[config.mk]
export PLATFORM = sky130hd
export DESIGN_NAME = adsr_envelope_flat
export DESIGN_NICKNAME = d
export VERILOG_FILES = /design/src/rtl/adsr_pkg.sv /design/src/rtl/adsr_envelope_if.sv /design/src/rtl/env_gain_mul.sv /design/src/rtl/adsr_envelope.sv /design/src/flat_wrapper.sv
export SDC_FILE = /design/constraint.sdc
export NUM_CORES = 1
export LEC_CHECK = 0
export ABC_AREA = 1
export ABC_CLOCK_PERIOD_IN_PS = 9000
export BUFFER_PORTS_ARGS = -buffer_cell sky130_fd_sc_hd__buf_2
export CAP_MARGIN = 20
export CELL_PAD_IN_SITES_DETAIL_PLACEMENT = 2
export CELL_PAD_IN_SITES_GLOBAL_PLACEMENT = 2
export CORE_MARGIN = 2
export CORE_UTILIZATION = 37
export CTS_BUF_LIST = sky130_fd_sc_hd__clkbuf_16
export DETAILED_ROUTE_END_ITERATION = 10
export HOLD_SLACK_MARGIN = 0.02
export PLACE_DENSITY = 0.89
export SKIP_LAST_GASP = 1
export SYNTH_ARGS = -nofsm -noshare
export SYNTH_HDL_FRONTEND = slang
export SYNTH_HIERARCHICAL = 1
export SYNTH_SLANG_ARGS = --single-unit
[constraint.sdc]
create_clock -name clk -period 9 [get_ports clk]
set_clock_uncertainty 0.2 [all_clocks]
set_input_delay 1.8 -clock clk [delete_from_list [all_inputs] [get_ports clk]]
set_output_delay 1.8 -clock clk [all_outputs]
set_load 0.01 [all_outputs]
[src/rtl/adsr_pkg.sv]
// Shared state encoding and saturating arithmetic for the ADSR envelope generator.
package adsr_pkg;

  localparam int unsigned StateW = 3;

  typedef enum logic [StateW-1:0] {
    StIdle    = 3'd0,
    StAttack  = 3'd1,
    StDecay   = 3'd2,
    StSustain = 3'd3,
    StRelease = 3'd4
  } adsr_state_e;

  // Add or subtract two width-bit unsigned values, clamping to [0, 2^width-1].
  function automatic logic [31:0] sat_addsub(input int unsigned width, input logic [31:0] a,
                                             input logic [31:0] b, input logic sub);
    logic [32:0] max_v;
    logic [32:0] res;
    max_v = (33'd1 << width) - 33'd1;
    if (sub) begin
      res = (b > a) ? 33'd0 : ({1'b0, a} - {1'b0, b});
    end else begin
      res = {1'b0, a} + {1'b0, b};
      if (res > max_v) res = max_v;
    end
    return res[31:0];
  endfunction

endpackage

[src/rtl/adsr_envelope_if.sv]
// Sample-path bundle between the note source, the envelope stage and the mixer.
interface adsr_envelope_if #(
  parameter int unsigned SAMPLE_W = 16
) ();
  logic signed [SAMPLE_W-1:0] sample_in;
  logic                       sample_in_valid;
  logic signed [SAMPLE_W-1:0] sample_out;
  logic                       sample_out_valid;

  modport master (
    output sample_in, sample_in_valid,
    input  sample_out, sample_out_valid
  );

  modport slave (
    input  sample_in, sample_in_valid,
    output sample_out, sample_out_valid
  );
endinterface

[src/rtl/env_gain_mul.sv]
// Registered signed-sample by unsigned-gain multiply; output scaled back by 2^ENV_W.
module env_gain_mul #(
  parameter int unsigned SAMPLE_W = 16,
  parameter int unsigned ENV_W    = 8
) (
  input  logic                       clk,
  input  logic                       reset,
  input  logic                       en_i,
  input  logic signed [SAMPLE_W-1:0] sample_i,
  input  logic                       valid_i,
  input  logic [ENV_W-1:0]           env_i,
  output logic signed [SAMPLE_W-1:0] sample_o,
  output logic                       valid_o
);
  localparam int unsigned ProdW = SAMPLE_W + ENV_W + 1;

  logic signed [ProdW-1:0]    smp_ext, gain_ext, product;
  logic signed [SAMPLE_W-1:0] sample_d, sample_q;
  logic                       valid_d, valid_q;

  always_comb begin
    smp_ext  = ProdW'(sample_i);
    gain_ext = ProdW'({1'b0, env_i});
    product  = smp_ext * gain_ext;
    // Gain never exceeds (2^ENV_W-1)/2^ENV_W, so the shifted product always fits.
    sample_d = SAMPLE_W'(product >>> ENV_W);
    valid_d  = valid_i && en_i;
  end

  always_ff @(posedge clk) begin
    if (reset) begin
      sample_q <= '0;
      valid_q  <= 1'b0;
    end else begin
      valid_q <= valid_d;
      if (valid_d) sample_q <= sample_d;
    end
  end

  assign sample_o = sample_q;
  assign valid_o  = valid_q;
endmodule

[src/rtl/adsr_envelope.sv]
// Per-voice ADSR envelope: gain FSM plus a one-cycle gain stage on the sample path.
module adsr_envelope
  import adsr_pkg::*;
#(
  parameter int unsigned SAMPLE_W = 16,
  parameter int unsigned ENV_W    = 8,
  parameter int unsigned RATE_W   = 4
) (
  input  logic                clk,
  input  logic                reset,
  input  logic                play_enable,
  input  logic                beat,
  input  logic                note_start,
  input  logic                note_release,
  input  logic [RATE_W-1:0]   attack_step,
  input  logic [RATE_W-1:0]   decay_step,
  input  logic [RATE_W-1:0]   release_step,
  input  logic [ENV_W-1:0]    sustain_level,
  adsr_envelope_if.slave      smp,
  output logic [ENV_W-1:0]    env_level,
  output logic [StateW-1:0]   env_state,
  output logic                busy
);
  localparam logic [ENV_W-1:0] EnvMax = '1;

  adsr_state_e      state_q, state_d;
  logic [ENV_W-1:0] env_q, env_d;
  logic             busy_q;
  logic [ENV_W-1:0] att_sum, dec_diff, rel_diff;

  assign att_sum  = ENV_W'(sat_addsub(ENV_W, 32'(env_q), 32'(attack_step), 1'b0));
  assign dec_diff = ENV_W'(sat_addsub(ENV_W, 32'(env_q), 32'(decay_step), 1'b1));
  assign rel_diff = ENV_W'(sat_addsub(ENV_W, 32'(env_q), 32'(release_step), 1'b1));

  always_comb begin
    state_d = state_q;
    env_d   = env_q;
    if (!play_enable) begin
      state_d = StIdle;
      env_d   = '0;
    end else if (note_start) begin
      // Legato: keep the current gain unless starting from silence.
      state_d = StAttack;
      if (state_q == StIdle) env_d = '0;
    end else if (note_release &&
                 (state_q == StAttack || state_q == StDecay || state_q == StSustain)) begin
      state_d = StRelease;
    end else begin
      unique case (state_q)
        StIdle: ;
        StAttack: begin
          if (beat) begin
            env_d = (attack_step == '0) ? EnvMax : att_sum;
            if (attack_step == '0 || att_sum == EnvMax) state_d = StDecay;
          end
        end
        StDecay: begin
          if (beat) begin
            if (decay_step == '0 || env_q < sustain_level || dec_diff <= sustain_level) begin
              env_d   = sustain_level;
              state_d = StSustain;
            end else begin
              env_d = dec_diff;
            end
          end
        end
        StSustain: env_d = sustain_level;
        StRelease: begin
          if (beat) begin
            env_d = (release_step == '0) ? '0 : rel_diff;
            if (release_step == '0 || rel_diff == '0) state_d = StIdle;
          end
        end
        default: begin
          state_d = StIdle;
          env_d   = '0;
        end
      endcase
    end
  end

  always_ff @(posedge clk) begin
    if (reset) begin
      state_q <= StIdle;
      env_q   <= '0;
      busy_q  <= 1'b0;
    end else begin
      state_q <= state_d;
      env_q   <= env_d;
      busy_q  <= (state_d != StIdle);
    end
  end

  assign env_level = env_q;
  assign env_state = state_q;
  assign busy      = busy_q;

  env_gain_mul #(
    .SAMPLE_W(SAMPLE_W),
    .ENV_W   (ENV_W)
  ) u_gain (
    .clk     (clk),
    .reset   (reset),
    .en_i    (play_enable),
    .sample_i(smp.sample_in),
    .valid_i (smp.sample_in_valid),
    .env_i   (env_q),
    .sample_o(smp.sample_out),
    .valid_o (smp.sample_out_valid)
  );
endmodule

[src/flat_wrapper.sv]
// flat-port wrapper written by rule: the top's interface ports become plain ports
module adsr_envelope_flat import adsr_pkg::*;
#(
  parameter int unsigned SAMPLE_W = 16,
  parameter int unsigned ENV_W    = 8,
  parameter int unsigned RATE_W   = 4
)
  (clk, reset, play_enable, beat, note_start, note_release, attack_step, decay_step, release_step, sustain_level, env_level, env_state, busy, smp_sample_in, smp_sample_in_valid, smp_sample_out, smp_sample_out_valid);
  adsr_envelope_if #(.SAMPLE_W(SAMPLE_W)) smp_i ();
  input  logic clk;
  input  logic reset;
  input  logic play_enable;
  input  logic beat;
  input  logic note_start;
  input  logic note_release;
  input  logic [RATE_W-1:0] attack_step;
  input  logic [RATE_W-1:0] decay_step;
  input  logic [RATE_W-1:0] release_step;
  input  logic [ENV_W-1:0] sustain_level;
  output logic [ENV_W-1:0] env_level;
  output logic [StateW-1:0] env_state;
  output logic busy;
  input wire logic [$bits(smp_i.sample_in)-1:0] smp_sample_in;
  input wire logic [$bits(smp_i.sample_in_valid)-1:0] smp_sample_in_valid;
  output wire logic [$bits(smp_i.sample_out)-1:0] smp_sample_out;
  output wire logic [$bits(smp_i.sample_out_valid)-1:0] smp_sample_out_valid;
  assign smp_i.sample_in = smp_sample_in;
  assign smp_i.sample_in_valid = smp_sample_in_valid;
  assign smp_sample_out = smp_i.sample_out;
  assign smp_sample_out_valid = smp_i.sample_out_valid;
  adsr_envelope #(.SAMPLE_W(SAMPLE_W), .ENV_W(ENV_W), .RATE_W(RATE_W)) u_core (.clk(clk), .reset(reset), .play_enable(play_enable), .beat(beat), .note_start(note_start), .note_release(note_release), .attack_step(attack_step), .decay_step(decay_step), .release_step(release_step), .sustain_level(sustain_level), .smp(smp_i), .env_level(env_level), .env_state(env_state), .busy(busy));
endmodule
Yosys cells after proc, flatten, opt, wreduce, memory -nomap -nowiden
Cells that the tools add are included.
W data, S select, Z words.
- add/sub/neg operators: 3
- $mul: 1
- magnitude comparators: 5
- eq/ne operators: 11
- muxes and demuxes: 23
- bitwise logic cells: 1
- reductions and logical operators: 17
- operator list (cell ; number):
    $mux W8 ; 12
    $pmux W8 S5 ; 1
    $mux W3 ; 9
    $mul A16 B9 Y24 ; 1
    $gt A4 B8 Y1 ; 2
    $sub A8 B4 Y8 ; 2
    $logic_not A4 Y1 ; 3
    $pmux W3 S4 ; 1
    $add A8 B4 Y9 ; 1
    $gt A9 B8 Y1 const B ; 1
    $ne A3 B3 Y1 const B ; 3
    $eq A8 B8 Y1 const B ; 1
    $le A8 B8 Y1 ; 1
    $logic_not A8 Y1 ; 1
    $lt A8 B8 Y1 ; 1
    $eq A3 B2 Y1 const B ; 2
    $logic_or A1 B1 Y1 ; 6
    $reduce_and A6 Y1 ; 1
    $ne A2 B2 Y1 const B ; 2
    $reduce_or A2 Y1 ; 2
    $eq A3 B1 Y1 const B ; 1
    $eq A3 B3 Y1 const B ; 1
    $logic_not A3 Y1 ; 1
    $reduce_bool A3 Y1 ; 1
    other kinds (3) ; 4
- flip-flop bits (word level): 29
- output and inout bits: 29
- word-level logic and storage cells: 66

Logic depth before layout (Yosys ltp)
- word-level depth: 12
- depth in mapped cells: 24

By module
Netlist, hierarchy kept.
- by module, submodules not included (module ; times used ; cells each ; area an instance (um2) ; sequential area each (um2)):
    env_gain_mul ; 1 ; 779 ; 5418.9 ; 340.3
    adsr_envelope ; 1 ; 374 ; 2138.3 ; 240.2

Worst setup path after synthesis
Ideal clock, no wire load.
- path type: input-to-reg
- start: in smp_sample_in[15]
- end: reg u_core.u_gain.sample_q[13] (netlist: u_core/u_gain/sample_o[13])
- arrival: 5.724 ns
- data required time: 8.691 ns
- slack: 2.967 ns
- stages: 20
- buffers on the path: 1
- cell sequence: clkbuf_1 -> nand2_1 -> inv_1 -> fa_1 -> inv_1 -> fa_1 -> inv_1 -> fa_1 -> inv_1 -> fa_1 -> inv_1 -> ha_1 -> nand2_1 -> nor2_1 -> nand4_1 -> or2_1 -> nand4_1 -> nand3_1 -> nand2_1 -> inv_1
- cells in the longest elaborated chain, start to end: 1
- ends and longest elaborated chain (item ; RTL line ; source):
    start: declaration ; flat_wrapper.sv:23 ; input wire logic [$bits(smp_i.sample_in)-1:0] smp_sample_in;
    $mul A16 B9 Y24 ; env_gain_mul.sv:24 ; product = smp_ext * gain_ext;
    end signal: assignment ; env_gain_mul.sv:36 ; if (valid_d) sample_q <= sample_d;
    end: declaration ; env_gain_mul.sv:18 ; logic signed [SAMPLE_W-1:0] sample_d, sample_q;
No other way between the ends.
A chain may end at the register's enable or synchronous reset.

Worst setup path in the final report
Same ends and word-level chain as after synthesis.

==> impl_metrics.toml <==
[status]
status = "completed"

[yosys]
ys.warnings.count = 6
synth_enable_flop_cells = 0
synth.most_common_cell = "nand2_1"
seq_area_frac_synth = 0.07682
synth_top_family_by_area = "adder cells"
syn_inst = 1153
synth_common_cells = "nand2_1, inv_1, fa_1, nor2_1, ha_1"
synth_xor_area_frac = 0.01623
ys_types = 39
ys_ff_latch = 29
synthAdderAreaFrac = 0.3861
syn-cell-area_um2 = 7557
synth_flop_cell = "dfxtp_1"
syn_avg_cell_area_um2 = 6.554
synth_nets = 1368
synth.top_cell.area_share = 0.2702
yosys-top-cells-area = "fa_1, nand2_1, inv_1"
async_reset_ff_frac = 0
synthSimpleGateAreaFrac = 0.2796
yosys-mux-area-fraction = 0
synth_area_leader_cell = "fa_1"
synth_compound_area_frac = 0.07450

[clocking]
postCtsHoldBufs = 0
cts-htree-levels = 2
cts_tree = "built"
cts_setup_buffers = 0
clk_latency_ns = 0.28
cts_sinks = 29
clkTransAtPathRegs_ns = 0.05
cts_buffers = 5
cts_root_buf = "clkbuf_16"
cts_buffer_depth = 2
cts_resized = 0

[global_routing]
gr-usage-met2 = 0.5092
grt_overflow = 0
grt_start_max_net_pins = 32
grt_pass1_vias = 8772
use_met1 = 0.3181
grt-busiest-layer = "met2"
grt_first_pass_wirelength_mm = 46.10
use_met3 = 0.03230
antenna_found_initial = 1
grtUsageTotal = 0.2719

[hold_path]
hp-class = "reg2reg"

[route]
viasPerCell = 5.086
drc = 0
vias = 7507
dr.pass1.iters = 4
first_iter_violations = 241
drtAntennaViolNets = 0
routed_wl_mm = 28.87
wire_per_inst_um = 19.56

[worst_setup_path]
path_delay_family = "adder cells"
critPathCaptureType = "register"
start_kind = "input port"
cp_max_fo = 8
cpMostUsedCell = "inv_1"
path_cells = "buf_2 > nand2_1 > inv_1 > fa_1 > inv_1 > fa_1 > inv_1 > fa_1 > inv_1 > fa_1 > inv_1 > ha_1 > nand2_1 > nor2_1 > nand4_1 > or2_1 > nand4_1 > nand3_1 > nand2_1 > inv_1"
crit_buf_inv = 7
required_ns = 8.98
r2r_slack_ns = 3.76
crit_type = "in2reg"
critPathSlowestCell = "fa_1"
slowest_delay_ns = 0.66
crit_arrival_ns = 6.13

[floorplanning]
start_util = 0.3747
core-area_um2 = 20170
die_h_um = 146.9
io_pins = 72
die_w_um = 146.9
die_area_um2 = 21580
rows = 52

[timing]
slew_headroom = 0.5238
timing.final.crit_share = 0.6840
hold_viol_final = 0
tns_ns = 0
max_freq_ghz = 0.1624
postLayoutSetupSlackWorst_ns = 2.844
rsz0062_at_grt = "no"
setup_violations = 0
worst_pin_slew_ns = 0.7099
period_minus_slack_ns = 6.156
maxSlewViolCount = 0

[layout]
syn_to_final_growth_pct = 10.66
postLayoutCoreUtil = 0.4146
antennaDiodeCount = 0
fin_nets = 1420
drive_gt1_frac = 0.1036

[power_and_ir_drop]
fin_total_pwr_uw = 433.6
vdd_drop_max_v = 0.00006159
p_leak_uw = 0.005192
power_density_nw_per_um2 = 51.85

[place]
hpwl_mm = 24.66
port_buffers = 71
place_ws_ns = 2.539
gp_congestion = 0.8611

[flow_run]
drv_cap = 0
## worst register-to-register path, delay by kind of cell, from the launching register on
family / cells / cell delay [ns]
AND/OR/NAND/NOR: 6 / 0.58
buffers and inverters: 5 / 0.71
adder cells (fa/ha/maj): 5 / 2.52
AO/OA/AOI/OAI: 3 / 0.69
flip-flops: 1 / 0.40
## sequential cells by signal, indices dropped and copies added (netlist names)
name	count
u_core/env_level	8
u_core/u_gain/sample_o	16
u_core/busy	1
u_core/u_gain/valid_o	1
u_core/env_state	3
## stage by stage
| step | hold slack (ns) | cells | instance area [µm²] |
|---|---|---|---|
| after detailed placement | 0.3253 | 1468 | 8173 |
| after CTS | 0.3412 | 1476 | 8363 |
| after global placement | 0.3081 | 1468 | 8173 |
| after global routing | 0.3830 | 1476 | 8363 |
| final | 0.3421 | 1476 | 8363 |
| after floorplan | 0.3350 | 1153 | 7557 |
## per-layer routing
metal	share of wire	vias up
li1	-	3518
met1	0.42	3766
met2	0.52	157
met3	0.031	64
met4	0.035	2
met5	0.00028	-
## cell type report
class                   instances  area [µm²]
clock buffers                   5       125.1
multi-input cells             791        5717
inverters                     299        1122
well taps                     270       337.8
flip-flops and latches         29       580.6
clock inverters                 3       65.06
fillers                      2536       11810
repair buffers                 79       415.4
## logic make-up after synthesis
kind of cell	count (synthesis)
adder cells (fa/ha/maj)	172
buffers and inverters	333
AND/OR/NAND/NOR	506
flip-flops	29
AO/OA/AOI/OAI	99
XOR/XNOR	14
## worst paths after layout
kind / start / endpoint / cells after the start
max: smp_sample_in[15] / u_core/u_gain/sample_o[13] / 20
min: u_core/u_gain/sample_o[11] / u_core/u_gain/sample_o[11] / 2
max reg2reg: u_core/env_level[1] / u_core/u_gain/sample_o[14] / 19
min reg2reg: u_core/u_gain/sample_o[11] / u_core/u_gain/sample_o[11] / 2
## placed cells by master (no fill, tap or decap), drive strengths merged
master | Yosys | layout
dfxtp | 29 | 29
o21a | 2 | 2
o211a | 1 | 1
nand4 | 12 | 12
buf | 3 | 79
clkinv | 1 | 2
o21ai | 34 | 34
o31a | 2 | 2
a21boi | 2 | 2
or2 | 4 | 4
nand2 | 323 | 323
bufinv | 0 | 2
nor2 | 91 | 91
inv | 298 | 298
o21bai | 3 | 3
o22ai | 3 | 3
a21o | 4 | 4
nor3 | 9 | 9
clkbuf | 31 | 5
nand3b | 1 | 1
a21oi | 48 | 48
ha | 70 | 70
xor2 | 10 | 10
fa | 102 | 102
xnor2 | 4 | 4
nand3 | 66 | 66
## power breakdown
group	internal, µW	total, µW	switching [µW]
combinational	25.9	78.7	52.8
clock	158	219	61.0
sequential	133	136	2.62
total	317	434	116
Power figures use the tool's default switching activity.
